## src/rtl/display_scan_pkg.sv

```systemverilog
// Shared types and constants for the multiplexed 4-digit display scanner.
package display_scan_pkg;

    typedef enum logic [1:0] {
        IDLE  = 2'd0,
        BLANK = 2'd1,
        SHOW  = 2'd2
    } state_t;

    localparam logic [6:0] SEG_BLANK = 7'h7F;
    localparam logic [3:0] AN_OFF    = 4'hF;

    // Active-low one-cold digit enable for digit i.
    function automatic logic [3:0] an_sel(input logic [1:0] i);
        an_sel = ~(4'b0001 << i);
    endfunction

endpackage

```

## src/rtl/display_scan_timer.sv

```systemverilog
// Loadable down-counter for slot timing; tc is high while the count sits at zero.
module display_scan_timer #(
    parameter int W = 16
) (
    input  logic         clk,
    input  logic         rst_n,
    input  logic         load,
    input  logic [W-1:0] load_val,
    output logic         tc
);

    logic [W-1:0] cnt;

    always_ff @(posedge clk or negedge rst_n) begin
        if (!rst_n) begin
            cnt <= '0;
        end else if (load) begin
            cnt <= load_val;
        end else if (cnt != '0) begin
            cnt <= cnt - W'(1);
        end
    end

    assign tc = (cnt == '0);

endmodule

```

## src/rtl/display_scan.sv

```systemverilog
// Time-multiplexed 4-digit 7-segment scanner with blanking gaps and
// frame-synchronous snapshot updates so digits never change mid-frame.
module display_scan
    import display_scan_pkg::*;
#(
    parameter int DIGIT_CYCLES = 50000,
    parameter int BLANK_CYCLES = 500
) (
    input  logic       clk,
    input  logic       rst_n,
    input  logic       enable,
    input  logic [6:0] Segmentos0,
    input  logic [6:0] Segmentos1,
    input  logic [6:0] Segmentos2,
    input  logic [6:0] Segmentos3,
    input  logic       upd_req,
    output logic       upd_ack,
    output logic [6:0] seg,
    output logic [3:0] an,
    output logic       frame_start
);

    localparam int MAXC = (DIGIT_CYCLES > BLANK_CYCLES) ? DIGIT_CYCLES : BLANK_CYCLES;
    localparam int CW   = $clog2(MAXC) + 1;
    localparam logic [CW-1:0] BLANK_LD = CW'(BLANK_CYCLES - 1);
    localparam logic [CW-1:0] DIGIT_LD = CW'(DIGIT_CYCLES - 1);

    state_t        state, state_nxt;
    logic [1:0]    idx, idx_nxt;
    logic          tmr_load;
    logic [CW-1:0] tmr_val;
    logic          tmr_tc;
    logic          enter_f0;
    logic          cap;
    logic          pending;
    logic [6:0]    snap [4];

    display_scan_timer #(.W(CW)) u_timer (
        .clk      (clk),
        .rst_n    (rst_n),
        .load     (tmr_load),
        .load_val (tmr_val),
        .tc       (tmr_tc)
    );

    always_ff @(posedge clk or negedge rst_n) begin
        if (!rst_n) begin
            state <= IDLE;
            idx   <= 2'd0;
        end else begin
            state <= state_nxt;
            idx   <= idx_nxt;
        end
    end

    // Timer is loaded with N-1 on each state entry so the state lasts N cycles.
    always_comb begin
        state_nxt = state;
        idx_nxt   = idx;
        tmr_load  = 1'b0;
        tmr_val   = '0;
        if (!enable) begin
            state_nxt = IDLE;
            idx_nxt   = 2'd0;
            tmr_load  = 1'b1;
        end else begin
            case (state)
                IDLE: begin
                    state_nxt = BLANK;
                    idx_nxt   = 2'd0;
                    tmr_load  = 1'b1;
                    tmr_val   = BLANK_LD;
                end
                BLANK: begin
                    if (tmr_tc) begin
                        state_nxt = SHOW;
                        tmr_load  = 1'b1;
                        tmr_val   = DIGIT_LD;
                    end
                end
                SHOW: begin
                    if (tmr_tc) begin
                        state_nxt = BLANK;
                        idx_nxt   = idx + 2'd1;
                        tmr_load  = 1'b1;
                        tmr_val   = BLANK_LD;
                    end
                end
                default: begin
                    state_nxt = IDLE;
                    idx_nxt   = 2'd0;
                    tmr_load  = 1'b1;
                end
            endcase
        end
    end

    // Outputs decode registered state only; no input reaches seg/an combinationally.
    always_comb begin
        seg      = SEG_BLANK;
        an       = AN_OFF;
        enter_f0 = (state_nxt == BLANK) && (idx_nxt == 2'd0) && (state != BLANK);
        cap      = pending && ((state == IDLE) || enter_f0);
        if (state == SHOW) begin
            seg = snap[idx];
            an  = an_sel(idx);
        end
    end

    // A request arriving on the capture edge is absorbed by that capture.
    always_ff @(posedge clk or negedge rst_n) begin
        if (!rst_n) begin
            pending     <= 1'b0;
            upd_ack     <= 1'b0;
            frame_start <= 1'b0;
            for (int i = 0; i < 4; i++) snap[i] <= SEG_BLANK;
        end else begin
            frame_start <= enter_f0;
            upd_ack     <= cap;
            pending     <= cap ? 1'b0 : (pending | upd_req);
            if (cap) begin
                snap[0] <= Segmentos0;
                snap[1] <= Segmentos1;
                snap[2] <= Segmentos2;
                snap[3] <= Segmentos3;
            end
        end
    end

endmodule

```

## config.mk

```make
export PLATFORM = sky130hd
export DESIGN_NAME = display_scan
export DESIGN_NICKNAME = d
export VERILOG_FILES = /design/src/rtl/display_scan_pkg.sv /design/src/rtl/display_scan_timer.sv /design/src/rtl/display_scan.sv
export SDC_FILE = /design/constraint.sdc
export NUM_CORES = 1
export LEC_CHECK = 0
export ABC_AREA = 1
export CAP_MARGIN = 20
export CELL_PAD_IN_SITES_DETAIL_PLACEMENT = 0
export CELL_PAD_IN_SITES_GLOBAL_PLACEMENT = 1
export CORE_MARGIN = 10
export CORE_UTILIZATION = 40
export DETAILED_ROUTE_END_ITERATION = 10
export DONT_BUFFER_PORTS = 1
export GPL_ROUTABILITY_DRIVEN = 1
export PLACE_DENSITY = 0.76
export REMOVE_ABC_BUFFERS = 1
export SYNTH_ARGS = -nofsm -noshare
export SYNTH_HDL_FRONTEND = slang
export SYNTH_SLANG_ARGS = --single-unit
```

## constraint.sdc

```tcl
create_clock -name clk -period 2.71 [get_ports clk]
set_clock_uncertainty 0.15 [all_clocks]
set_input_delay 0.271 -clock clk [delete_from_list [all_inputs] [get_ports clk]]
set_output_delay 0.271 -clock clk [all_outputs]
set_load 0.02 [all_outputs]
```

==> results.yml <==
power_and_ir_drop:
  switching_share: 0.3995
  intPower_mw: 1.892
  p_sw_mw: 1.258
  clock_power_share: 0.145
  peakVddDrop_mv: 0.4506
  p_seq_frac: 0.457
  p_per_area_nw_per_um2: 960.2
  p_comb_frac: 0.398
  p_leak_nw: 1.591
cts:
  h-tree-depth: 2
  clkTransAtPathRegs_ns: 0.11
  root_buffer: "clkbuf_8"
  clk_latency_ns: 0.31
  cts_hold_buf: 32
  cts_tree: "built"
  cts_resized: 0
  cts-buffers-inserted: 5
  clock_path_buffers: 2
  post_cts_buffers: 0
  clock-sinks: 52
routing:
  first_pass_iters: 4
  drc: 0
  avgRoutedWirePerCell_um: 13.78
  vias: 2214
  wl_um: 6217
  final_antenna_net_count: 0
  drt_iter0_drc: 106
  vias_per_cell: 4.909
yosys:
  ys.warnings.count: 0
  yosysTopAreaCell: "dfstp_2"
  ys_seq_elements: 52
  muxShareOfSynthArea: 0
  synthCells: 335
  synth-simple-area-share: 0.2874
  ys_seq_area_frac: 0.4841
  ys_top_cells_by_area: "dfstp_2, dfrtp_1, nand2_1"
  avgSynthCellArea_sq_um: 8.239
  synth_top_area_frac: 0.2665
  synth_top_family_by_area: "simple AND/OR/NAND/NOR gates"
  synthAdderAreaFrac: 0.04533
  syn_area_sq_um: 2760
  ys_types: 30
  synth_compound_area_frac: 0.09610
  synth_xor_area_frac: 0.01269
timing:
  relSlewSlack: 0.6073
  setup_viol: 0
  tns_ns: 0
  fin_crit_sh: 0.8230
  drv_slew: 0
  grt_setup_unrepaired: "no"
  finalHoldViolations: 0
  worst_pin_slew_ns: 0.5999
  period_minus_slack_ns: 2.230
  max_clock_freq_mhz: 448.4
  setup_slack_ns: 0.4798
final_layout:
  area_growth_pct: 18.86
  nFillCells: 627
  final_layout_size_suffix_gt1_frac: 0.1914
  post-route-util: 0.4856
  finalNetCount: 412
  diodes: 0
critical_path:
  start_kind: "register"
  cpPeakStageDelay_ns: 0.39
  arrival_ns: 2.33
  endpoint_kind: "register"
  critPathKind: "register to register"
  worstPathRequired_ns: 2.81
  path_common_cell: "nand2_1"
  cp_max_fo: 28
  cp.buffers_inverters: 3
  crit_chain: "inv_1, ha_1, inv_1, nor2_1, nand2_1, nor2_2, nand2_2, nand2_2, nand2_2, nand2_1, nand2_1, nand2_1, nand3_2, nand2_2, buf_4, nand3_1, nand2_1"
  critPathTopFamily: "simple AND/OR/NAND/NOR gates"
  cp_slowest_cell: "dfrtp_1"
die:
  die_area_sq_um: 10620
  die_y_um: 103.1
  core.rowCount: 30
  initial_core_util: 0.4085
  core_sq_um: 6756
  fp.dieW_um: 103.1
  io_pins: 45
placed_design:
  hpwl_um: 4312
  gp_congestion: 0.7839
  pre_cts_slack_ns: 0.4956
  io_buffers: 0
global_route:
  grt_pass1_wl_um: 10890
  grt_overflow: 0
  antenna_found_initial: 0
  track_usage: 0.1265
  grt_max_degree: 53
  grt_pass1_vias: 2244
flow_run:
  drv_cap: 0
min_path:
  hold_path.class: "primary input to register"
run_status:
  outcome: "finished clean"
-- cell families (layout without fill, tap and decap cells) --
logic type | Yosys count | count (layout)
buffers and inverters | 43 | 79
AND/OR/NAND/NOR | 180 | 180
XOR/XNOR | 4 | 4
AO/OA/AOI/OAI | 46 | 46
flip-flops | 52 | 52
adder cells (fa/ha/maj) | 10 | 10
-- flip-flops by register name, indices dropped and copies added, names as in the netlist --
register / count
snap: 28
idx: 2
frame_start: 1
u_timer.cnt: 17
pending: 1
upd_ack: 1
state: 2
-- area by class of cell --
cell class                 instances  area (sq um)  area share
clock buffer                       5         68.82     0.02098
clock inverter                     3         22.52    0.006865
inverter                          30         112.6     0.03432
multi-input combinational        240          1222      0.3726
sequential                        52          1336      0.4073
tap                               80         100.1     0.03051
timing repair buffer              41         417.9      0.1274
-- cell usage after synthesis --
cell,count
buf_4,2
dfrtp_1,24
buf_6,3
nor4_1,2
o21ai_0,28
o21ai_2,1
buf_8,1
ha_1,10
nor3_1,2
dfstp_2,28
o221ai_1,7
o21ai_1,1
nor2_2,5
nand3_1,33
clkbuf_1,5
a21boi_0,1
nand2_2,15
nand2_1,81
inv_2,1
xor2_1,3
o211ai_1,1
buf_2,2
nor2_4,1
xnor2_1,1
nand3_2,1
nor2_1,38
and2_1,1
a21oi_1,7
inv_1,29
and3_1,1
-- through the flow --
| step | cell area (sq um) | hold WS, ns | instances | total power [mW] |
|---|---|---|---|---|
| 5_1_grt | 3281 | 0.09042 | 451 | 3.454 |
| 4_1_cts | 3281 | 0.05009 | 451 | 3.194 |
| 6_report | 3281 | 0.06328 | 451 | 3.150 |
| 3_5_place_dp | 2851 | -0.1723 | 411 | 2.666 |
| 2_1_floorplan | 2668 | -0.1746 | 322 | 2.337 |
| 3_3_place_gp | 2851 | -0.1723 | 411 | 2.632 |
-- cell usage in the layout (no fill, tap or decap), types with 2 or more instances in the layout --
master	synthesis	routed
nand2_1	81	81
nor2_1	38	38
nand3_1	33	33
dlygate4sd3_1	0	31
inv_1	29	29
o21ai_0	28	28
dfstp_2	28	28
dfrtp_1	24	24
nand2_2	15	15
ha_1	10	10
buf_4	2	8
o221ai_1	7	7
a21oi_1	7	7
nor2_2	5	5
clkbuf_8	0	5
xor2_1	3	3
nor4_1	2	2
nor3_1	2	2
-- worst paths after layout --
path	start	end	slack, ns	cells past startpoint
setup reg to reg	u_timer.cnt[0]	snap[0]	0.48	17
hold / removal	enable	state[1]	0.06	4
min in group asynchronous	rst_n	u_timer.cnt[6]	0.30	2
setup / recovery	u_timer.cnt[0]	snap[0]	0.48	17
max in group asynchronous	rst_n	snap[14]	1.80	2
hold reg to reg	snap[23]	snap[23]	0.31	2
-- power by group through the flow --
| stage | Clock, mW | Combinational (mW) | Sequential [mW] |
|---|---|---|---|
| floorplan | 0 | 0.931 | 1.41 |
| global placement | 0 | 1.18 | 1.45 |
| detailed placement | 0 | 1.21 | 1.45 |
| CTS | 0.477 | 1.28 | 1.44 |
| global route | 0.508 | 1.46 | 1.48 |
| finish | 0.456 | 1.25 | 1.44 |
-- routing by layer --
metal / vias up / GRT usage / wire length (um) / share of wire
met5: - / 0 / 0 / 0
met4: 0 / 0.02246 / 17 / 0.0027
met3: 2 / 0.04088 / 306 / 0.049
met2: 34 / 0.2043 / 3027 / 0.49
met1: 1033 / 0.1630 / 2866 / 0.46
li1: 1145 / - / - / -
-- worst reg2reg max path, cell delays in order (launching register included) --
cell	delay [ns]
dfrtp_1	0.39
inv_1	0.09
ha_1	0.15
inv_1	0.04
nor2_1	0.07
nand2_1	0.06
nor2_2	0.11
nand2_2	0.09
nand2_2	0.06
nand2_2	0.07
nand2_1	0.06
nand2_1	0.05
nand2_1	0.09
nand3_2	0.09
nand2_2	0.08
buf_4	0.29
nand3_1	0.14
nand2_1	0.09
Note: power is estimated with default switching activity, not from simulation.
